$ cat src/rtl/da_pkg.sv
// Shared constants, state encoding and helpers for the DA FIR output serializer.
package da_pkg;

  localparam int DA_DATA_W    = 17;
  localparam int DA_FRAME_LEN = 8;
  localparam int DA_LANES     = 3;
  localparam int DA_DEPTH     = 2;

  typedef enum logic [0:0] {
    ST_IDLE  = 1'b0,
    ST_SHIFT = 1'b1
  } ser_state_e;

  // Number of LANES-wide beats needed to carry a w-bit word.
  function automatic int da_beats(input int w, input int l);
    return (w + l - 1) / l;
  endfunction

endpackage

$ cat src/rtl/da_res_fifo.sv
// Small synchronous result FIFO. A push while full is accepted when a pop
// happens in the same cycle, because the pop frees the slot first.
module da_res_fifo #(
  parameter int W     = 17,
  parameter int DEPTH = 2
) (
  input  logic                   clk_i,
  input  logic                   rst_ni,
  input  logic                   push_i,
  input  logic [W-1:0]           wdata_i,
  input  logic                   pop_i,
  output logic [W-1:0]           rdata_o,
  output logic                   full_o,
  output logic                   empty_o,
  output logic [$clog2(DEPTH):0] count_o
);

  localparam int AW = $clog2(DEPTH);
  localparam int CW = AW + 1;

  logic [W-1:0]  mem_q [DEPTH];
  logic [AW-1:0] wr_ptr_q, wr_ptr_d;
  logic [AW-1:0] rd_ptr_q, rd_ptr_d;
  logic [CW-1:0] count_q, count_d;
  logic          full_s, empty_s, wr_en_s, rd_en_s;

  assign full_s  = (count_q == CW'(DEPTH));
  assign empty_s = (count_q == {CW{1'b0}});
  assign wr_en_s = push_i & (~full_s | pop_i);
  assign rd_en_s = pop_i & ~empty_s;

  // Pointer and occupancy next-state.
  always_comb begin
    wr_ptr_d = wr_ptr_q;
    rd_ptr_d = rd_ptr_q;
    count_d  = count_q;
    if (wr_en_s) begin
      wr_ptr_d = wr_ptr_q + AW'(1'b1);
    end else begin
      wr_ptr_d = wr_ptr_q;
    end
    if (rd_en_s) begin
      rd_ptr_d = rd_ptr_q + AW'(1'b1);
    end else begin
      rd_ptr_d = rd_ptr_q;
    end
    case ({wr_en_s, rd_en_s})
      2'b10:   count_d = count_q + CW'(1'b1);
      2'b01:   count_d = count_q - CW'(1'b1);
      default: count_d = count_q;
    endcase
  end

  // Storage and pointer registers.
  always_ff @(posedge clk_i or negedge rst_ni) begin
    if (!rst_ni) begin
      wr_ptr_q <= {AW{1'b0}};
      rd_ptr_q <= {AW{1'b0}};
      count_q  <= {CW{1'b0}};
      for (int i = 0; i < DEPTH; i++) begin
        mem_q[i] <= {W{1'b0}};
      end
    end else begin
      wr_ptr_q <= wr_ptr_d;
      rd_ptr_q <= rd_ptr_d;
      count_q  <= count_d;
      if (wr_en_s) begin
        mem_q[wr_ptr_q] <= wdata_i;
      end
    end
  end

  assign rdata_o = mem_q[rd_ptr_q];
  assign full_o  = full_s;
  assign empty_o = empty_s;
  assign count_o = count_q;

endmodule

$ cat src/rtl/da_result_serializer.sv
// Output end of the DA FIR datapath: buffers each signed result and shifts it
// out MSB group first on a LANES-wide bus with a per-word sync strobe.
module da_result_serializer
  import da_pkg::*;
#(
  parameter int DATA_W = DA_DATA_W,
  parameter int LANES  = DA_LANES,
  parameter int DEPTH  = DA_DEPTH
) (
  input  logic              clk_bit,
  input  logic              rst_n,
  input  logic [DATA_W-1:0] res_in,
  input  logic              res_valid,
  input  logic              ser_en,
  output logic [LANES-1:0]  ser_out,
  output logic              ser_sync,
  output logic              ser_valid,
  output logic              overflow,
  output logic [7:0]        drop_cnt,
  output logic              busy
);

  localparam int BEATS = da_beats(DATA_W, LANES);
  localparam int W     = BEATS * LANES;
  localparam int BCW   = $clog2(DA_FRAME_LEN);
  localparam int CW    = $clog2(DEPTH) + 1;
  localparam logic [BCW-1:0] LAST_BC = BCW'(BEATS - 1);

  ser_state_e     state_q, state_d;
  logic [W-1:0]   sr_q, sr_d;
  logic [BCW-1:0] bc_q, bc_d;
  logic           sync_q, sync_d;
  logic           valid_q, valid_d;
  logic [LANES-1:0] out_q, out_d;
  logic           ovf_q, ovf_d;
  logic [7:0]     drop_q, drop_d;
  logic           busy_q, busy_d;

  logic [DATA_W-1:0] fifo_rdata_s;
  logic              fifo_full_s, fifo_empty_s;
  logic [CW-1:0]     fifo_cnt_s;
  logic [CW:0]       cnt_nxt_s;
  logic              pop_s, accept_s, drop_s;
  logic [W-1:0]      word_s;

  assign word_s = W'(signed'(fifo_rdata_s));

  da_res_fifo #(
    .W     (DATA_W),
    .DEPTH (DEPTH)
  ) u_fifo (
    .clk_i   (clk_bit),
    .rst_ni  (rst_n),
    .push_i  (accept_s),
    .wdata_i (res_in),
    .pop_i   (pop_s),
    .rdata_o (fifo_rdata_s),
    .full_o  (fifo_full_s),
    .empty_o (fifo_empty_s),
    .count_o (fifo_cnt_s)
  );

  // Word sequencing: load from FIFO, shift per accepted beat, chain words with no gap.
  always_comb begin
    state_d = state_q;
    sr_d    = sr_q;
    bc_d    = bc_q;
    sync_d  = sync_q;
    valid_d = valid_q;
    pop_s   = 1'b0;
    case (state_q)
      ST_IDLE: begin
        if (!fifo_empty_s) begin
          pop_s   = 1'b1;
          sr_d    = word_s;
          bc_d    = {BCW{1'b0}};
          sync_d  = 1'b1;
          valid_d = 1'b1;
          state_d = ST_SHIFT;
        end else begin
          sync_d  = 1'b0;
          valid_d = 1'b0;
        end
      end
      ST_SHIFT: begin
        if (!ser_en) begin
          state_d = ST_SHIFT;
        end else if (bc_q != LAST_BC) begin
          sr_d   = {sr_q[W-LANES-1:0], {LANES{1'b0}}};
          bc_d   = bc_q + BCW'(1'b1);
          sync_d = 1'b0;
        end else if (!fifo_empty_s) begin
          pop_s   = 1'b1;
          sr_d    = word_s;
          bc_d    = {BCW{1'b0}};
          sync_d  = 1'b1;
          valid_d = 1'b1;
        end else begin
          sr_d    = {W{1'b0}};
          bc_d    = {BCW{1'b0}};
          sync_d  = 1'b0;
          valid_d = 1'b0;
          state_d = ST_IDLE;
        end
      end
      default: begin
        sr_d    = {W{1'b0}};
        bc_d    = {BCW{1'b0}};
        sync_d  = 1'b0;
        valid_d = 1'b0;
        state_d = ST_IDLE;
      end
    endcase
    if (valid_d) begin
      out_d = sr_d[W-1 -: LANES];
    end else begin
      out_d = {LANES{1'b0}};
    end
  end

  // Push acceptance, drop accounting and activity flag.
  always_comb begin
    accept_s  = res_valid & (~fifo_full_s | pop_s);
    drop_s    = res_valid & fifo_full_s & ~pop_s;
    ovf_d     = ovf_q | drop_s;
    if (drop_s && (drop_q != 8'hFF)) begin
      drop_d = drop_q + 8'd1;
    end else begin
      drop_d = drop_q;
    end
    cnt_nxt_s = (CW+1)'(fifo_cnt_s) + (CW+1)'(accept_s) - (CW+1)'(pop_s);
    busy_d    = (state_d == ST_SHIFT) || (cnt_nxt_s != {(CW+1){1'b0}});
  end

  // State and output registers; reset aborts any word in flight.
  always_ff @(posedge clk_bit or negedge rst_n) begin
    if (!rst_n) begin
      state_q <= ST_IDLE;
      sr_q    <= {W{1'b0}};
      bc_q    <= {BCW{1'b0}};
      sync_q  <= 1'b0;
      valid_q <= 1'b0;
      out_q   <= {LANES{1'b0}};
      ovf_q   <= 1'b0;
      drop_q  <= 8'd0;
      busy_q  <= 1'b0;
    end else begin
      state_q <= state_d;
      sr_q    <= sr_d;
      bc_q    <= bc_d;
      sync_q  <= sync_d;
      valid_q <= valid_d;
      out_q   <= out_d;
      ovf_q   <= ovf_d;
      drop_q  <= drop_d;
      busy_q  <= busy_d;
    end
  end

  assign ser_out   = out_q;
  assign ser_sync  = sync_q;
  assign ser_valid = valid_q;
  assign overflow  = ovf_q;
  assign drop_cnt  = drop_q;
  assign busy      = busy_q;

endmodule

$ cat config.mk
export PLATFORM = sky130hd
export DESIGN_NAME = da_result_serializer
export DESIGN_NICKNAME = d
export VERILOG_FILES = /design/src/rtl/da_pkg.sv /design/src/rtl/da_res_fifo.sv /design/src/rtl/da_result_serializer.sv
export SDC_FILE = /design/constraint.sdc
export NUM_CORES = 1
export LEC_CHECK = 0
export CORE_MARGIN = 4
export CORE_UTILIZATION = 45
export CTS_CLUSTER_DIAMETER = 100
export DETAILED_ROUTE_END_ITERATION = 8
export PLACE_DENSITY = 0.72
export SLEW_MARGIN = 20
export SYNTH_ARGS = -nofsm -noshare
export SYNTH_HDL_FRONTEND = slang
export SYNTH_HIERARCHICAL = 1
export SYNTH_SLANG_ARGS = --single-unit
$ cat constraint.sdc
create_clock -name clk_bit -period 3 [get_ports clk_bit]
set_input_delay 0.45 -clock clk_bit [delete_from_list [all_inputs] [get_ports clk_bit]]
set_output_delay 0.45 -clock clk_bit [all_outputs]
set_load 0.01 [all_outputs]
==> results.md <==
* CTS Buffer Depth at 2
* Mapped cell area at 3510 um^2
* Hold Path Class: in -> async
* First-pass GRT wire length at 11200 um
* Worst slew pin tran at roughly 0.68 ns
* Max stage delay cell, worst path: clkdlybuf4s50_1
* Initial Util at about 47%
* Max H-tree Level at 3
* Period utilisation layout at between 80 and 90%
* Synth warn at 6
* CP delay by family, top: adder cells
* Share of cells above drive strength 1 at between 20 and 30%
* RSZ-0062 raised after global routing: false
* Mux contribution to synthesized area at 18.0%
* Post-synth top area share at 53.5%
* Simple-Gate Fraction of Synth Area at a little under a tenth
* Critical path class: in -> reg
* Total number of vias at around 2200
* Final critical-path required period at between 2 and 3 ns
* Crit path max fanout at 2
* Reg clk slew, reported paths at 0.09 ns
* # rows at 31
* Post-route DRC at 0
* Critical Path Sink Type: flip-flop
* Synthesized instance count at roughly 270
* Nets at around 340
* CTS-repair resized insts at 0
* Max Fclk at 384 MHz
* Post-synth EDFFs at 0
* Iteration-0 DRC Markers at about 170
* Largest family of logic cells by synthesized area: multiplexers
* Worst path cell trace: clkdlybuf4s50_1, nand4b_4, a21oi_2, o21ai_1, ha_1, inv_1, ha_1, fa_1, or4_1
* Post-CTS setup buffers at 0
* Die Ht at 96.3 um
* Fillers at between 600 and 700
* Commonest non-fill, non-tap cell in the layout: dfrtp_1
* Core box area at between 7000 and 8000 um^2
* Final Max Slew Viols at 0
* Post-Syn Nets at around 300
* Die X at roughly 96 um
* Leakage power at around 1.9 nW
* Total GRT Usage at around 16%
* CP Launch Type: input port
* Worst R2R Setup Slack at 0.48 ns
* I/O pins at 36
* GRT Residual Overflow at 0
* Yosys reg bits at 75
* Mean Syn Cell Area at about 13 um^2
* Number of hold buffers added after cts at 0
* TritonCTS Sinks at between 70 and 80
* PortBufs at 35
* Largest cells by area after synthesis: dfrtp_1 54%, mux2_2 17%, a222oi_1 2.9%, inv_1 2.1%, xor2_1 1.7%
* Cts bufs inserted at 9
* Multi-input logic area at 1470 um^2
* Leading cell types in the layout, fill and taps excluded: 75 x dfrtp_1, 53 x mux2_2, 34 x clkdlybuf4s50_1
* Slowest stage delay, CP at 0.52 ns
* WP data arrival at about 2.8 ns
* Ys flop type: dfrtp_1
* Routability cong. at between 0.8 and 0.9
* Routed Antenna Nets at 0
* Final setup TNS at 0 ns
* Largest net degree at the start of global routing at 76
* Critical path's most frequent cell: ha_1
* Max-cap violation count at 0
* Reg-to-Reg End: busy
* FF+latch area at between 1500 and 2000 um^2
* Max rail drop VDD at ~0.00044 V
* Vias in the first global route at roughly 2300
* Root buf cell: clkbuf_8
* Ant diodes at 0
* Die area at around 9300 um^2
* WP buf/inv at 2
* DP HPWL at 4480 um
* Total Wirelength at roughly 6500 um
* Critical Path RT at 3.22 ns
* Sequential element share of the synthesized area at between 50% and 60%
* Post-synthesis adder-cell area fraction at 2.00%
* Max Clock Skew at roughly 0.015 ns
* Reg2reg start: bc_q[0]
* Yosys cell types at 50
* Layout area overhead at 20.4%
* Worst-Skew Late Latency at 0.35 ns
* Dominant cell type by area after synthesis: dfrtp_1
* Initial antenna violation count at 0
* Final Hold Viols at 0
* Final setup fails at 0
* XOR/XNOR Fraction of Synth Area at ~2.7%
* Via-to-Cell Ratio at about 5.3
* Hold WS at around 0.13 ns
* WL/cell at around 15 um
* Status: completed
* Pre-Repair DR Iteration Count at 4
* Slew headroom at between 50% and 60%
* Compound-gate portion of the synthesized area at under 10%
* R2R cell count at 8
* CTS tree: yes
* Async SR Flop Fraction at 100%
* Power density over cell area at approximately 980 nW/um^2
==> worst reg2reg max path, stage by stage, from the launching register on <==
cell	delay, ns
dfrtp_1	0.52
nand4b_4	0.15
a21oi_2	0.18
o21ai_1	0.10
ha_1	0.29
inv_1	0.04
ha_1	0.18
fa_1	0.42
or4_1	0.52
==> state kept, by name, summed over array words and instances, names as in the netlist, 2 cells and up <==
register and flops:
bc_q 3, drop_cnt 8, ser_out 3, sr_q 18, u_fifo/count_o 2, u_fifo/mem_q 34
==> cells by family (layout without fill, tap and decap cells) <==
group,Yosys count,count (layout)
flip-flops,75,75
multiplexers,56,56
AND/OR/NAND/NOR,50,50
AO/OA/AOI/OAI,43,43
buffers and inverters,33,82
XOR/XNOR,11,11
adder cells (fa/ha/maj),5,5
==> power breakdown <==
group | internal, W | total [W] | switching (W)
clock | 0.000474 | 0.000865 | 0.000391
combinational | 0.000920 | 0.00156 | 0.000639
sequential | 0.00143 | 0.00173 | 0.000299
total | 0.00283 | 0.00416 | 0.00133
==> cells in the mapped netlist (2+ instances only) <==
| cell type | n |
|---|---|
| nor2b_1 | 4 |
| dfrtp_1 | 75 |
| inv_1 | 20 |
| clkbuf_1 | 2 |
| ha_1 | 4 |
| o21ai_0 | 4 |
| buf_6 | 3 |
| and2_1 | 3 |
| nor3_1 | 4 |
| o21a_1 | 2 |
| mux2_1 | 2 |
| a21oi_1 | 7 |
| xnor2_1 | 4 |
| o22ai_1 | 4 |
| mux2_2 | 53 |
| nand2_1 | 13 |
| a22o_1 | 6 |
| nand3b_1 | 3 |
| nor2_1 | 2 |
| xor2_1 | 7 |
| nor4_1 | 2 |
| o21ba_2 | 2 |
| buf_2 | 6 |
| a31oi_1 | 2 |
| a222oi_1 | 10 |
| nand3_1 | 2 |
| nand2b_1 | 4 |
==> layout make-up <==
| class | instances | area share, % |
|---|---|---|
| Clock buffer | 9 | 2.93 |
| Multi-Input combinational cell | 165 | 34.8 |
| Clock inverter | 7 | 2.37 |
| Timing Repair Buffer | 46 | 10.7 |
| Sequential cell | 75 | 44.4 |
| Inverter | 20 | 1.78 |
| Tap cell | 99 | 2.93 |
==> stage by stage <==
step                      util (%)  power (W)  setup WS (ns)  area [um^2]  std cells
final                         57.0    0.00416          0.396         4220        421
after detailed placement      54.0    0.00333         0.0174         4000        405
after global routing          57.0    0.00446          0.264         4220        421
after CTS                     57.0    0.00421          0.399         4220        421
after floorplan                  -    0.00286          0.144         3510        273
after global placement        54.0    0.00327         0.0739         4000        405
==> layer usage <==
| metal | up-vias | track usage, % | wire, um |
|---|---|---|---|
| li1 | 1071 | - | - |
| met1 | 1104 | 21.1 | 3050 |
| met2 | 40 | 24.2 | 3010 |
| met3 | 13 | 3.21 | 274 |
| met4 | 0 | 6.99 | 129 |
| met5 | - | 0 | 0 |
==> how the worst max path moves through the flow <==
stage	cells past startpoint	slack (ns)	startpoint	end
finish	9	0.40	ser_en	busy
global route	9	0.26	ser_en	busy
CTS	9	0.40	ser_en	busy
detailed placement	9	0.02	ser_en	busy
global placement	9	0.07	ser_en	busy
floorplan	10	0.14	ser_en	busy
No activity file was read; power rests on OpenSTA's default activity.
